### src/rtl/apb3_manager_bridge.sv
// apb3_manager_bridge: one-outstanding request/response port bridged onto an APB3 manager.
// Define APB3_MANAGER_TIMEOUT_EN to bound the ACCESS-phase wait to TimeoutCycles cycles.
module apb3_manager_bridge #(
    parameter int unsigned AddressWidth  = 20,
    parameter int unsigned DataWidth     = 32,
    parameter int unsigned TimeoutCycles = 256
) (
    input  logic                    pclk,
    input  logic                    presetn,
    input  logic                    req_valid,
    output logic                    req_ready,
    input  logic [AddressWidth-1:0] req_addr,
    input  logic                    req_write,
    input  logic [DataWidth-1:0]    req_wdata,
    output logic                    rsp_valid,
    input  logic                    rsp_ready,
    output logic [DataWidth-1:0]    rsp_rdata,
    output logic                    rsp_error,
    output logic [AddressWidth-1:0] paddr,
    output logic                    pselx,
    output logic                    penable,
    output logic                    pwrite,
    output logic [DataWidth-1:0]    pwdata,
    input  logic                    pready,
    input  logic [DataWidth-1:0]    prdata,
    input  logic                    pslverr
);

    if (DataWidth != 8 && DataWidth != 16 && DataWidth != 24 && DataWidth != 32) begin : g_bad_dw
        $error("apb3_manager_bridge: DataWidth must be 8, 16, 24 or 32");
    end

    typedef enum logic [1:0] {
        S_IDLE   = 2'd0,
        S_SETUP  = 2'd1,
        S_ACCESS = 2'd2,
        S_RESP   = 2'd3
    } state_t;

    state_t                  r_state, w_state_nxt;
    logic                    r_req_ready, w_req_ready_nxt;
    logic                    r_psel, w_psel_nxt;
    logic                    r_penable, w_penable_nxt;
    logic                    r_pwrite, w_pwrite_nxt;
    logic [AddressWidth-1:0] r_paddr, w_paddr_nxt;
    logic [DataWidth-1:0]    r_pwdata, w_pwdata_nxt;
    logic                    r_rsp_valid, w_rsp_valid_nxt;
    logic [DataWidth-1:0]    r_rsp_rdata, w_rsp_rdata_nxt;
    logic                    r_rsp_error, w_rsp_error_nxt;
    logic                    w_tmo_hit;

`ifdef APB3_MANAGER_TIMEOUT_EN
    if (TimeoutCycles == 0) begin : g_bad_tmo
        $error("apb3_manager_bridge: TimeoutCycles must be at least 1");
    end

    localparam int unsigned TmoW = $clog2(TimeoutCycles + 1);
    localparam logic [TmoW-1:0] TmoLast = TmoW'(TimeoutCycles - 1);

    logic [TmoW-1:0] r_tmo_cnt, w_tmo_cnt_nxt;

    // Fires in the ACCESS cycle that completes the TimeoutCycles-th stalled cycle.
    assign w_tmo_hit = (r_tmo_cnt == TmoLast);

    always_ff @(posedge pclk or negedge presetn) begin
        if (!presetn) begin
            r_tmo_cnt <= '0;
        end else begin
            r_tmo_cnt <= w_tmo_cnt_nxt;
        end
    end
`else
    logic w_unused_tmo;

    assign w_tmo_hit    = 1'b0;
    assign w_unused_tmo = |TimeoutCycles;
`endif

    // State and every bus-facing output are registered from the next-state logic.
    always_ff @(posedge pclk or negedge presetn) begin
        if (!presetn) begin
            r_state     <= S_IDLE;
            r_req_ready <= 1'b0;
            r_psel      <= 1'b0;
            r_penable   <= 1'b0;
            r_pwrite    <= 1'b0;
            r_paddr     <= '0;
            r_pwdata    <= '0;
            r_rsp_valid <= 1'b0;
            r_rsp_rdata <= '0;
            r_rsp_error <= 1'b0;
        end else begin
            r_state     <= w_state_nxt;
            r_req_ready <= w_req_ready_nxt;
            r_psel      <= w_psel_nxt;
            r_penable   <= w_penable_nxt;
            r_pwrite    <= w_pwrite_nxt;
            r_paddr     <= w_paddr_nxt;
            r_pwdata    <= w_pwdata_nxt;
            r_rsp_valid <= w_rsp_valid_nxt;
            r_rsp_rdata <= w_rsp_rdata_nxt;
            r_rsp_error <= w_rsp_error_nxt;
        end
    end

    always_comb begin
        w_state_nxt     = r_state;
        w_req_ready_nxt = 1'b0;
        w_psel_nxt      = 1'b0;
        w_penable_nxt   = 1'b0;
        w_pwrite_nxt    = r_pwrite;
        w_paddr_nxt     = r_paddr;
        w_pwdata_nxt    = r_pwdata;
        w_rsp_valid_nxt = 1'b0;
        w_rsp_rdata_nxt = r_rsp_rdata;
        w_rsp_error_nxt = r_rsp_error;

        case (r_state)
            S_IDLE: begin
                if (req_valid && r_req_ready) begin
                    w_state_nxt  = S_SETUP;
                    w_psel_nxt   = 1'b1;
                    w_paddr_nxt  = req_addr;
                    w_pwrite_nxt = req_write;
                    w_pwdata_nxt = req_wdata;
                end else begin
                    w_req_ready_nxt = 1'b1;
                end
            end
            S_SETUP: begin
                w_state_nxt   = S_ACCESS;
                w_psel_nxt    = 1'b1;
                w_penable_nxt = 1'b1;
            end
            S_ACCESS: begin
                w_psel_nxt    = 1'b1;
                w_penable_nxt = 1'b1;
                if (pready) begin
                    w_state_nxt     = S_RESP;
                    w_psel_nxt      = 1'b0;
                    w_penable_nxt   = 1'b0;
                    w_rsp_valid_nxt = 1'b1;
                    w_rsp_error_nxt = pslverr;
                    w_rsp_rdata_nxt = r_pwrite ? '0 : prdata;
                end else if (w_tmo_hit) begin
                    w_state_nxt     = S_RESP;
                    w_psel_nxt      = 1'b0;
                    w_penable_nxt   = 1'b0;
                    w_rsp_valid_nxt = 1'b1;
                    w_rsp_error_nxt = 1'b1;
                    w_rsp_rdata_nxt = '0;
                end
            end
            S_RESP: begin
                if (rsp_ready) begin
                    w_state_nxt     = S_IDLE;
                    w_req_ready_nxt = 1'b1;
                end else begin
                    w_rsp_valid_nxt = 1'b1;
                end
            end
            default: begin
                w_state_nxt = S_IDLE;
            end
        endcase
    end

`ifdef APB3_MANAGER_TIMEOUT_EN
    // Counts stalled ACCESS cycles; restarts whenever a new transfer enters SETUP.
    always_comb begin
        w_tmo_cnt_nxt = r_tmo_cnt;
        if (w_state_nxt == S_SETUP) begin
            w_tmo_cnt_nxt = '0;
        end else if (r_state == S_ACCESS && !pready) begin
            w_tmo_cnt_nxt = r_tmo_cnt + TmoW'(1);
        end
    end
`endif

    assign req_ready = r_req_ready;
    assign pselx     = r_psel;
    assign penable   = r_penable;
    assign pwrite    = r_pwrite;
    assign paddr     = r_paddr;
    assign pwdata    = r_pwdata;
    assign rsp_valid = r_rsp_valid;
    assign rsp_rdata = r_rsp_rdata;
    assign rsp_error = r_rsp_error;

endmodule

### config.mk
export PLATFORM = sky130hd
export DESIGN_NAME = apb3_manager_bridge
export DESIGN_NICKNAME = d
export VERILOG_FILES = /design/src/rtl/apb3_manager_bridge.sv
export SDC_FILE = /design/constraint.sdc
export NUM_CORES = 1
export LEC_CHECK = 0
export ABC_AREA = 0
export CORE_MARGIN = 1
export CORE_UTILIZATION = 35
export CTS_BUF_LIST = sky130_fd_sc_hd__clkbuf_8 sky130_fd_sc_hd__clkbuf_16
export CTS_CLUSTER_SIZE = 16
export DETAILED_ROUTE_END_ITERATION = 10
export PLACE_DENSITY = 0.67
export SYNTH_ARGS = -nofsm -noshare
export SYNTH_HDL_FRONTEND = slang
export SYNTH_SLANG_ARGS = --single-unit
### constraint.sdc
create_clock -name pclk -period 1.8 [get_ports pclk]
set_clock_uncertainty 0.05 [all_clocks]
set_input_delay 0.45 -clock pclk [delete_from_list [all_inputs] [get_ports pclk]]
set_output_delay 0.45 -clock pclk [all_outputs]
set_load 0.02 [all_outputs]
* After elaboration in Yosys (flattened, before gate mapping)
Cells that the tools add are included.
** Cells by class
- $mul :: 0
- Shifts and indexed selects :: 0
- Bitwise logic cells :: 0
- Multiplexer cells :: 15
- $lt $le $gt $ge :: 0
- Reductions and logical operators :: 5
- Divide/modulo/power cells :: 0
- Eq/ne operators :: 6
- $add $sub $neg :: 0
** Operator list (number)
- $mux W32 :: 1
- $pmux W2 S4 :: 1
- $mux W1 :: 6
- $mux W2 :: 3
- $ne A2 B2 Y1 const B :: 3
- $pmux W1 S2 :: 3
- $eq A2 B2 Y1 const B :: 2
- $reduce_and A2 Y1 :: 2
- $pmux W1 S3 :: 1
- $reduce_and A3 Y1 :: 1
- $eq A2 B1 Y1 const B :: 1
- $logic_not A2 Y1 :: 1
- $logic_and A1 B1 Y1 :: 1
** Word-level totals
- Bits in latches :: 0
- Input port bits :: 91
- Output and inout port bits :: 90
- Memory bits (writable) :: 0
- Logic and storage cells :: 36
- Flip-flop bits (word level) :: 92
- Memories kept :: 0
- Memory bits (read-only) :: 0

* Logic depth before layout (Yosys ltp)
- Depth after elaboration :: 3
- Depth in mapped cells :: 7
- Mapped depth without buffers :: 5

* Worst setup path after synthesis
No wires, ideal clock.
- Path kind :: register -> register
- From :: register r_state[0]
- To :: register r_paddr[10] (netlist: paddr[10])
- Data arrival time :: 1.403 ns
- Path slack :: 0.222 ns
- Stages on the path, launching flop included :: 6
- Path buffers :: 1
- Period minus slack after synthesis :: 1.578 ns
- Setup time :: 0.125 ns
- Data required time :: 1.625 ns
- Cells stage by stage :: dfrtp_1 inv_1 ha_1 nand3_2 buf_2 mux2_2
** On the way
- Cells in the longest elaborated chain, start to end :: 2
** RTL lines
- from (decl) :: line 40 : state_t r_state, w_state_nxt;
- from (signal assigned) :: line 93 : r_state <= w_state_nxt;
- $logic_not A2 Y1 :: line 118 : case (r_state)
- $reduce_and A2 Y1 (no source line)
- to (signal assigned) :: line 98 : r_paddr <= w_paddr_nxt;
- to (decl) :: line 45 : logic [AddressWidth-1:0] r_paddr, w_paddr_nxt;
No other way between the ends.
A chain may end at the register's enable or synchronous reset.

* Final worst setup path
- From :: register r_state[0]
- To :: register r_state[1]
** On the way
- Cells in the longest elaborated chain, start to end :: 3
- Elaborated cells on any way between the ends :: 9
- Classes of those cells :: 6 x eq/ne; 1 x mux; 2 x reduce/logical
** RTL lines (line)
- $eq A2 B2 Y1 or $logic_not A2 Y1 (tied branches) :: 118
- $ne A2 B2 Y1 (no source line)
- $reduce_and A3 Y1 (no source line)
Several ways; a longest one is shown, not always the timed one.

==> impl_metrics.yaml <==
cells_and_area:
  final_common_cell: "dfrtp_1"
  area_growth_pct: 60.1
  drive_gt1_share_pct: 17.5
  final_nets: 567
  final_core_util_pct: 58.9
  diodes: 0
  fill_cells: 857
  final_cell_mix: "92 x dfrtp_1, 89 x clkdlybuf4s50_1, 89 x dlygate4sd2_1"
die:
  die_area_mm2: 0.0108
  ios: 181
  rows: 36
  die_w_um: 104
  initial_core_util_pct: 36.8
  die_h_um: 104
  core_mm2: 0.00991
grt:
  grt_pass1_vias: 2885
  grt_pass1_wl_mm: 15.1
  grt_max_degree: 39
  grt_usage_pct: 17.6
  antenna_found_initial: 0
  grt-ovfl-total: 0
clocking:
  clk_latency_ns: 0.34
  cts_tree: "built"
  ctsLongestPathBuffers: 2
  cts_htree_levels: 3
  clkTransAtPathRegs_ns: 0.09
  clk_root_buffer_cell: "clkbuf_8"
  cts.sinks: 92
  cts-buffers-inserted: 9
placement:
  place_hpwl_mm: 6.71
  gp_congestion: 0.751
  io_buffers: 180
sta:
  fmax_ghz: 0.597
  setup_viol: 0
  grt_setup_unrepaired: "false"
  slew_violations: 0
  slew_headroom_pct: 74.0
  worst_pin_slew_ns: 0.390
  fin_crit_sh_pct: 93.1
  hold_viol_final: 0
  fin_crit_ns: 1.68
power:
  p_sw_share_pct: 37.5
  p_per_area_mw_per_mm2: 1600
  power_mw: 9.32
  pwr-share-seq_pct: 37.0
  power_leakage_nw: 2.87
  ir_drop_uv: 772
  comb_power_share_pct: 45.1
  internal_power_mw: 5.83
  power_frac_clock_pct: 17.9
  p_switching_mw: 3.50
synthesis:
  avgSynthCellArea_um2: 13.0
  yosys_warnings: 0
  syn-num-nets: 378
  yosysSeqAreaShare_pct: 63.2
  syn_area_mm2: 0.00364
  yosysUniqueCellTypes: 17
  synthCells: 281
  synth-seq-cells: 92
status:
  status: "complete, no violations"
setup_path:
  crit_arrival_ns: 1.87
  cp_cell_sequence: "inv_1 -> ha_1 -> nor2b_1 -> a221oi_2 -> mux2_2"
  cp-start-kind: "flop"
  cp-end-kind: "flop"
  worstPathRequired_ns: 1.99
  slowest_stage: "dfrtp_1"
  crit_fanout: 4
  cp_slowest_stage_delay_ns: 0.41
  crit_type: "flop to flop"
routing:
  totalWireLength_mm: 8.91
  drt_iter0_markers: 75
  drtPass1Iterations: 4
  via_per_inst: 4.48
  ant_nets: 0
  via_count: 2725
  route.detailed.drc: 0
  post_drt_wl_per_cell_um: 14.7
worst_hold_path:
  hold_path_class: "flop to flop"
flow_run:
  timing.max_cap.violations: 0
==> through the flow <==
stage	hold slack [ns]	setup slack, ns	cells	cell area (um2)	setup TNS [ns]
global placement	0.353	-0.0412	591	5680	-0.393
CTS	0.436	0.0112	608	5830	0
floorplan	0.104	0.222	281	3640	0
detailed placement	0.349	-0.0752	591	5680	-1.17
finish	0.430	0.124	608	5830	0
global route	0.457	0.0132	608	5830	0
==> cell usage after synthesis <==
library cell / number / area (um2)
a21oi_1: 1 / 5.00
a221oi_2: 1 / 15.0
a22oi_1: 1 / 7.51
buf_2: 9 / 45.0
clkbuf_1: 6 / 22.5
dfrtp_1: 92 / 2300
ha_1: 6 / 75.1
inv_1: 4 / 15.0
mux2_1: 4 / 45.0
mux2_2: 51 / 574
mux2i_1: 1 / 10.0
nand2_1: 34 / 128
nand2b_1: 32 / 200
nand3_2: 1 / 10.0
nor2_1: 3 / 11.3
nor2b_1: 2 / 12.5
o21ai_0: 33 / 165
==> kinds of logic after synthesis <==
group / count (synthesis) / synth area share, %
compound gates: 36 / 5.29
fa+ha+maj: 6 / 2.06
simple gates: 72 / 9.92
flops: 92 / 63.2
mux: 56 / 17.3
buf+inv: 19 / 2.27
==> worst max-delay path: cells and delay by family, from the launching register on <==
family	cells	cell delay (ns)
buf+inv	1	0.11
mux	1	0.36
fa+ha+maj	1	0.25
flops	1	0.41
compound gates	1	0.23
simple gates	1	0.17
==> flip-flops by register name, indices dropped and copies added (netlist names) <==
signal,cells
pselx,1
rsp_rdata,32
req_ready,1
paddr,20
pwrite,1
rsp_valid,1
r_state,2
rsp_error,1
pwdata,32
penable,1
==> power groups by stage <==
stage / Combinational, mW / Clock [mW] / Sequential (mW)
2_1_floorplan: 1.30 / 0 / 4.60
3_3_place_gp: 4.84 / 0 / 3.48
3_5_place_dp: 4.91 / 0 / 3.52
4_1_cts: 4.28 / 1.72 / 3.46
5_1_grt: 4.54 / 1.82 / 3.58
6_report: 4.20 / 1.67 / 3.45
==> layout make-up <==
cell class / instances / area [um2] / area share, %
flip-flops and latches: 92 / 2300 / 39.5
clock inverters: 7 / 123 / 2.10
well taps: 133 / 166 / 2.85
clock buffers: 9 / 124 / 2.12
multi-input cells: 170 / 1260 / 21.6
inverters: 4 / 15.0 / 0.257
repair buffers: 193 / 1840 / 31.6
==> layer usage <==
metal / GRT usage, % / up-vias / part of all wire [%]
li1: - / 1314 / -
met1: 22.6 / 1269 / 45
met2: 27.7 / 134 / 45
met3: 6.08 / 8 / 9.3
met4: 5.82 / 0 / 1.1
met5: 0 / - / 0
==> what timing repair did <==
action                                  4_1_cts  5_1_grt
buffers inserted                              0        0
gates resized for setup                      89        1
pin swaps                                     0        0
endpoints found under the setup margin       89        1
hold buffers                                  1        0
endpoints found under the hold margin        26        0
==> worst paths after layout <==
check                                end  depth (start not counted)     startpoint  slack (ns)
min reg2reg                rsp_rdata[28]                          2  rsp_rdata[28]        0.43
max in group asynchronous      paddr[13]                          3        presetn        0.65
min                        rsp_rdata[28]                          2  rsp_rdata[28]        0.43
max                           r_state[1]                          5     r_state[0]        0.12
min in group asynchronous      pwdata[4]                          2        presetn        0.51
max reg2reg                   r_state[1]                          5     r_state[0]        0.12
(Power assumes the default switching activity.)
